===== config.mk =====
export PLATFORM = sky130hd
export DESIGN_NAME = spi_sequencer
export DESIGN_NICKNAME = d
export VERILOG_FILES = /design/src/rtl/spi_pkg.sv /design/src/rtl/spi_shift_byte.sv /design/src/rtl/spi_sequencer.sv
export SDC_FILE = /design/constraint.sdc
export NUM_CORES = 1
export LEC_CHECK = 0
export BUFFER_PORTS_ARGS = -buffer_cell sky130_fd_sc_hd__buf_4
export CORE_MARGIN = 4
export CORE_UTILIZATION = 31
export DETAILED_ROUTE_END_ITERATION = 6
export HOLD_SLACK_MARGIN = 0.1
export PLACE_DENSITY = 0.66
export SLEW_MARGIN = 0
export SYNTH_ARGS = -nofsm -noshare
export SYNTH_HDL_FRONTEND = slang
export SYNTH_HIERARCHICAL = 1
export SYNTH_SLANG_ARGS = --single-unit

===== constraint.sdc =====
create_clock -name clk -period 3.05 [get_ports clk]
set_clock_uncertainty 0.1 [all_clocks]
set_input_delay 0.61 -clock clk [delete_from_list [all_inputs] [get_ports clk]]
set_output_delay 0.61 -clock clk [all_outputs]
set_load 0.05 [all_outputs]

===== src/rtl/spi_pkg.sv =====
// Shared definitions for the SPI sequencer: FSM states and the ctrl_reg field layout.
package spi_pkg;

  typedef enum logic [2:0] {
    IDLE  = 3'd0,
    LOAD  = 3'd1,
    SHIFT = 3'd2,
    STORE = 3'd3,
    NEXT  = 3'd4,
    DONE  = 3'd5
  } state_t;

  localparam int SEND_BIT      = 0;
  localparam int ALL_ONES_BIT  = 1;
  localparam int ALL_ZEROS_BIT = 2;
  localparam int NTX_LSB       = 3;
  localparam int NTX_MSB       = 12;
  localparam int NRX_LSB       = 16;
  localparam int NRX_MSB       = 25;
  localparam int NTX_W         = NTX_MSB - NTX_LSB + 1;
  localparam int NRX_W         = NRX_MSB - NRX_LSB + 1;

  // all_ones wins over all_zeros; otherwise the buffer byte goes out.
  function automatic logic [7:0] fill_byte(input logic all_ones, input logic all_zeros,
                                           input logic [7:0] data);
    if (all_ones)       return 8'hFF;
    else if (all_zeros) return 8'h00;
    else                return data;
  endfunction

endpackage


===== src/rtl/spi_shift_byte.sv =====
// SCLK divider and 8-bit MSB-first mode-0 shifter; one byte takes 16*CLK_DIV cycles.
module spi_shift_byte #(
  parameter int CLK_DIV = 4
) (
  input  logic       clk,
  input  logic       rst_n,
  input  logic       start,
  input  logic [7:0] tx_byte,
  input  logic       miso,
  output logic       sclk,
  output logic       mosi,
  output logic       done,
  output logic [7:0] rx_byte
);

  logic       active;
  logic [7:0] div_cnt;
  logic [2:0] bit_cnt;
  logic [7:0] tx_sr;
  logic       half_tick;

  assign half_tick = active && (div_cnt == 8'(CLK_DIV - 1));
  // Final falling edge of bit 7: the caller leaves SHIFT on this cycle.
  assign done      = half_tick && sclk && (bit_cnt == 3'd7);

  always_ff @(posedge clk or negedge rst_n) begin
    if (!rst_n) begin
      active  <= 1'b0;
      div_cnt <= '0;
      bit_cnt <= '0;
      tx_sr   <= '0;
      sclk    <= 1'b0;
      mosi    <= 1'b0;
      rx_byte <= '0;
    end else if (start) begin
      active  <= 1'b1;
      div_cnt <= '0;
      bit_cnt <= '0;
      sclk    <= 1'b0;
      mosi    <= tx_byte[7];
      tx_sr   <= {tx_byte[6:0], 1'b0};
    end else if (active) begin
      if (half_tick) begin
        div_cnt <= '0;
        sclk    <= ~sclk;
        if (!sclk) begin
          rx_byte <= {rx_byte[6:0], miso};
        end else if (bit_cnt == 3'd7) begin
          active <= 1'b0;
          mosi   <= 1'b0;
        end else begin
          mosi    <= tx_sr[7];
          tx_sr   <= {tx_sr[6:0], 1'b0};
          bit_cnt <= bit_cnt + 3'd1;
        end
      end else begin
        div_cnt <= div_cnt + 8'd1;
      end
    end
  end

endmodule


===== src/rtl/spi_sequencer.sv =====
// SPI mode-0 transfer sequencer driven by a control register and tx/rx buffers.
// Build option: SPI_SEQ_LOOPBACK_EN feeds mosi back as the miso sample.
module spi_sequencer
  import spi_pkg::*;
#(
  parameter int CLK_DIV = 4,
  parameter int ADDR_W  = 10
) (
  input  logic              clk,
  input  logic              rst_n,
  input  logic [31:0]       ctrl_reg,
  output logic              ctrl_wr,
  output logic [31:0]       ctrl_wdata,
  output logic [ADDR_W-1:0] tx_addr,
  input  logic [7:0]        tx_rdata,
  output logic              rx_we,
  output logic [ADDR_W-1:0] rx_addr,
  output logic [7:0]        rx_wdata,
  output logic              sclk,
  output logic              mosi,
  output logic              cs_n,
  input  logic              miso,
  output logic              busy,
  output state_t            dbg_state
);

  state_t            state_q, state_d;
  logic [ADDR_W-1:0] count_q;
  logic [NTX_W-1:0]  n_tx_end;
  logic              last_byte;
  logic              shift_done;
  logic              miso_s;
  logic [7:0]        load_byte;
  logic [7:0]        rx_byte;
  logic [NRX_W-1:0]  n_rx;

  assign n_tx_end  = ctrl_reg[NTX_MSB:NTX_LSB];
  // >= and the all-ones test keep count from wrapping if n_tx_end shrinks mid-transfer.
  assign last_byte = (32'(count_q) >= 32'(n_tx_end)) || (count_q == '1);
  assign load_byte = fill_byte(ctrl_reg[ALL_ONES_BIT], ctrl_reg[ALL_ZEROS_BIT], tx_rdata);
  assign n_rx      = NRX_W'(count_q) + NRX_W'(1);

`ifdef SPI_SEQ_LOOPBACK_EN
  assign miso_s = mosi;
  logic unused_miso;
  assign unused_miso = miso;
`else
  assign miso_s = miso;
`endif

  // Shifter handshake: start is a one-cycle pulse (LOAD) accepted only while the
  // shifter is idle; done pulses in the last SHIFT cycle and rx_byte holds from then on.
  spi_shift_byte #(.CLK_DIV(CLK_DIV)) u_shift (
    .clk     (clk),
    .rst_n   (rst_n),
    .start   (state_q == LOAD),
    .tx_byte (load_byte),
    .miso    (miso_s),
    .sclk    (sclk),
    .mosi    (mosi),
    .done    (shift_done),
    .rx_byte (rx_byte)
  );

  always_ff @(posedge clk or negedge rst_n) begin
    if (!rst_n) begin
      state_q <= IDLE;
      count_q <= '0;
    end else begin
      state_q <= state_d;
      if (state_q == IDLE && ctrl_reg[SEND_BIT]) count_q <= '0;
      else if (state_q == NEXT && !last_byte)    count_q <= count_q + ADDR_W'(1);
    end
  end

  always_comb begin
    state_d = state_q;
    case (state_q)
      IDLE:    if (ctrl_reg[SEND_BIT]) state_d = LOAD;
      LOAD:    state_d = SHIFT;
      SHIFT:   if (shift_done) state_d = STORE;
      STORE:   state_d = NEXT;
      NEXT:    state_d = last_byte ? DONE : LOAD;
      DONE:    state_d = IDLE;
      default: state_d = IDLE;
    endcase
  end

  // tx_addr leads LOAD by one cycle so the buffer's registered read lands in LOAD.
  always_comb begin
    tx_addr = count_q;
    if (state_q == IDLE)      tx_addr = '0;
    else if (state_q == NEXT) tx_addr = count_q + ADDR_W'(1);
  end

  always_comb begin
    ctrl_wdata = '0;
    if (state_q == DONE) begin
      ctrl_wdata                  = ctrl_reg;
      ctrl_wdata[NRX_MSB:NRX_LSB] = n_rx;
      ctrl_wdata[SEND_BIT]        = 1'b0;
    end
  end

  assign ctrl_wr   = (state_q == DONE);
  assign rx_we     = (state_q == STORE);
  assign rx_addr   = count_q;
  assign rx_wdata  = rx_byte;
  assign cs_n      = (state_q == IDLE) || (state_q == DONE);
  assign busy      = (state_q != IDLE);
  assign dbg_state = state_q;

endmodule


==> results <==
- 112 I/O pins were placed.
- The half-perimeter wire length after placement is between 5000 and 6000 microns.
- Adding up every negative setup slack in the final design gives 0 ns.
- The number of antenna repair diodes is 0.
- The endpoint identified for the worst register-to-register timing path is rx_addr[6].
- Cells fill 41.7% of the core in the end.
- The library cells used most frequently in the layout, excluding fill and tap cells, are sky130_fd_sc_hd__buf_4 (105), sky130_fd_sc_hd__dfrtp_1 (42), sky130_fd_sc_hd__nor2_1 (24).
- For the pin with the worst max-slew slack, the measured transition is 0.610 ns.
- The number of setup violations in the final report is 0.
- The placeable core region is 9150 sq um.
- The initial detailed-routing violation count is 75.
- The per-cell via count in the routed design is 5.16.
- The number of cells on the worst reg-to-reg path is 8.
- The CTS tree is done.
- The number of iterations in the first detailed-routing pass is 6.
- The initial antenna violation count was 0.
- The portion of netlist area occupied by mux cells is 3.50%.
- The clock buffer count from CTS is 5.
- The count of nets left with antenna violations once routing finished came out at 0.
- The xor/xnor share of the synthesized area is 2.12%.
- The growth of design area from synthesis to finish is 31.8%.
- The number of nets in the layout is 475.
- The final critical delay including setup and external delays is ~2.9 ns.
- For this design the static power due to leakage is 1.88 nW.
- Routability-driven placement finished with a final weighted congestion of ~0.75.
- In this run the tool buffered the top-level ports with 100 buffer cells.
- The type of the worst min-delay path is input pin to asynchronous set/reset pin.
- The x dimension of the die is 105 microns.
- The tree built by TritonCTS fans out to 42 sinks.
- Global routing used 14.7% of the available tracks across all layers.
- The tree is rooted in a sky130_fd_sc_hd__clkbuf_8.
- The H-tree was split into 2 levels.
- The count of yosys warnings during synthesis is 6.
- The endpoint arrival time on the critical path is 2.17 ns.
- In this run, synthesis inferred 0 flip-flops with an integrated enable.
- The layout has ~920 filler cells.
- The top flip-flop cell by instance count after synthesis is sky130_fd_sc_hd__dfrtp_1.
- The worst-case register-to-register setup slack is ~0.63 ns.
- The die covers 10900 sq um.
- The sequential element share of the synthesized area is between 30% and 40%.
- Once placement finished, the instance area stood at 3710 sq um.
- The final layout contains routed wiring with a total length of 7810 microns.
- By area, the combinational part of the netlist is dominated by simple AND/OR/NAND/NOR gates.
- The worst path uses around 95% of the clock period.
- The number of DRC violations after detailed routing is 0.
- The synthesized netlist devotes 22.7% of its cell area to simple gates.
- Detailed routing inserted a total of about 2700 vias.
- Buffers added to address setup during post-CTS repair amount to 0.
- The total power density per cell area is 763 nW/um^2.
- Once the floorplan was initialized, standard cells occupied a little under a third of the core.
- The ratio of cells with drive above 1 in the final layout is 31.7%.
- Counting every instance in the synthesized netlist gives 331.
- Across the run, the number of max-cap violations was 0.
- The number of global-route vias before repair is 2760.
- The first global-routing pass estimated 13600 microns of wire.
- The hold violation count in the final report is 0.
- The net count of the mapped netlist is 388.
- After clock tree synthesis, the flow added hold-fix buffers numbering 0.
- The source-to-sink clock delay at the later pin of the worst-skew pair is 0.29 ns.
- The clock passes through at most 2 buffers.
- The number of gates resized after CTS was 0.
- The worst setup path is captured at a primary output.
- The non-filler instance count after layout is 530.
- The maximum vdd drop is 0.392 mV.
- The achievable clock frequency is 347 MHz.
- Data on the critical path is required at its endpoint by 2.34 ns.
- The average routed wire per standard cell is 14.7 microns.
- The mean post-synth cell area is 8.75 sq um.
- The clock transition time at the flip-flop clock pins of the worst setup and hold paths is roughly 0.080 ns.
- The kind of start point of the critical path is a register.
- In this run the cell area of the synthesized design comes to 2900 sq um.
- Counting distinct cell types in the post-synthesis netlist gives 54.
- The worst slew slack as a fraction of its limit is 59.3%.
- The number of placed instances with taps included is about 520.
- The flow ran to the end, and the final reports show no timing, DRC or antenna violations.
- The worst setup path is of the register to primary output kind.
- After Yosys synthesis, full adders, half adders and majority gates account for roughly 6.1% of the synthesized area.
- In this run the critical register-to-register path is launched from rx_addr[0].
- The row count is 35.
- Walking the worst path, the cells encountered are or2_1, or3_1, nand2_1, a22o_1, buf_4.
- The remaining global-route overflow is 0.
- The share of synthesized registers carrying an async set or reset is 100%.
- The number of register bits inferred by synthesis is 42.
- Setup repair after global routing left no endpoint under its margin.
- The delay of the slowest critical-path stage is 0.50 ns.
- The leading cell type in the layout, fill and taps excluded is sky130_fd_sc_hd__buf_4.
- Entering global routing, the biggest net connects 43 pins.
- In this run the worst path has a maximum fanout of 18.
- The cell with the biggest individual delay on the critical path is sky130_fd_sc_hd__dfrtp_1.
- The final worst-path setup slack is 0.166 ns.
- At the placement stage, the worst setup path has a slack of ~0.45 ns.
- After routing the design area is 3810 sq um.
- Summing the areas of all compound-gate instances in the mapped netlist gives 22.5% of the synthesized area.
- The die is 105 microns tall.
- The count of pins over their slew limit came to 0.
[area by class of cell]
cell class	instances	area, sq um	area share (%)
Inverter	19	71.3	1.87
Timing Repair Buffer	105	788	20.7
Multi-Input combinational cell	245	1660	43.5
Tap cell	111	139	3.64
Clock buffer	7	76.3	2.00
Clock inverter	1	30.0	0.787
Sequential cell	42	1050	27.6
[synth_stat cells (2+ instances only)]
cell type / number / area (sq um)
sky130_fd_sc_hd__clkinv_1: 2 / 7.51
sky130_fd_sc_hd__buf_1: 2 / 7.51
sky130_fd_sc_hd__a21o_1: 15 / 113
sky130_fd_sc_hd__nand2b_1: 8 / 50.1
sky130_fd_sc_hd__nor3_1: 6 / 30.0
sky130_fd_sc_hd__xor2_1: 4 / 35.0
sky130_fd_sc_hd__nor2_1: 24 / 90.1
sky130_fd_sc_hd__o21a_1: 2 / 15.0
sky130_fd_sc_hd__xnor2_1: 3 / 26.3
sky130_fd_sc_hd__a21oi_1: 24 / 120
sky130_fd_sc_hd__buf_6: 2 / 22.5
sky130_fd_sc_hd__nand2_1: 22 / 82.6
sky130_fd_sc_hd__nor3b_1: 2 / 15.0
sky130_fd_sc_hd__nand4_1: 12 / 75.1
sky130_fd_sc_hd__nor2b_1: 2 / 12.5
sky130_fd_sc_hd__or2_2: 3 / 18.8
sky130_fd_sc_hd__dfrtp_1: 42 / 1050
sky130_fd_sc_hd__buf_2: 4 / 20.0
sky130_fd_sc_hd__clkbuf_1: 14 / 52.6
sky130_fd_sc_hd__a2bb2oi_1: 5 / 43.8
sky130_fd_sc_hd__o21ai_1: 4 / 20.0
sky130_fd_sc_hd__and2_1: 12 / 75.1
sky130_fd_sc_hd__or4_1: 2 / 15.0
sky130_fd_sc_hd__inv_1: 17 / 63.8
sky130_fd_sc_hd__o21ai_0: 11 / 55.1
sky130_fd_sc_hd__o31ai_1: 10 / 75.1
sky130_fd_sc_hd__buf_4: 2 / 15.0
sky130_fd_sc_hd__a22o_1: 7 / 61.3
sky130_fd_sc_hd__a41oi_1: 5 / 43.8
sky130_fd_sc_hd__or3_1: 8 / 50.1
sky130_fd_sc_hd__mux2_2: 9 / 101
sky130_fd_sc_hd__nand3_1: 11 / 55.1
sky130_fd_sc_hd__ha_1: 14 / 175
[kinds of logic (layout without fill, tap and decap cells)]
logic type,count (synthesis),count (layout)
buffers and inverters,44,132
XOR/XNOR,7,7
adder cells (fa/ha/maj),14,14
AO/OA/AOI/OAI,92,92
other,1,1
flip-flops,42,42
AND/OR/NAND/NOR,122,122
multiplexers,9,9
[worst max-delay path, delay by kind of cell (launching register included)]
kind | cells | cell delay [ns]
buffers and inverters | 1 | 0.21
flip-flops | 1 | 0.50
AO/OA/AOI/OAI | 1 | 0.15
AND/OR/NAND/NOR | 3 | 1.02
[metal layers]
layer  routed length (microns)  vias to the layer above  share of wire [%]  global-route usage [%]
li1                          -                     1357                  -                       -
met1                      3510                     1293                 45                    19.0
met2                      3860                       79                 49                    25.8
met3                       405                        5                5.2                    2.96
met4                        37                        0               0.47                    2.16
met5                         0                        -                  0                       0
[registers in the layout, summed over array words and instances, names as in the netlist]
name	count
u_shift/active	1
rx_addr	10
u_shift/tx_sr	7
u_shift/bit_cnt	3
u_shift/mosi	1
u_shift/div_cnt	8
dbg_state	3
u_shift/rx_byte	8
u_shift/sclk	1
[stage by stage]
step                hold slack [ns]  power, mW
floorplan                     0.214       2.04
global placement              0.395       2.47
detailed placement            0.399       2.50
CTS                           0.224       2.95
global route                  0.240       3.14
finish                        0.207       2.91
[power breakdown]
part	internal, mW	switching [mW]
sequential	0.720	0.183
combinational	0.513	1.06
clock	0.245	0.190
[worst max-delay path by stage]
stage	from	end	slack (ns)	cells after the start
after floorplan	rx_addr[2]	tx_addr[9]	0.04	6
after global placement	ctrl_reg[3]	rx_addr[6]	0.50	8
after detailed placement	ctrl_reg[12]	rx_addr[6]	0.45	9
after CTS	dbg_state[1]	tx_addr[3]	0.14	5
after global routing	rx_addr[0]	tx_addr[8]	0.02	6
final	dbg_state[1]	tx_addr[3]	0.17	5
No activity file was read; power rests on OpenSTA's default activity.
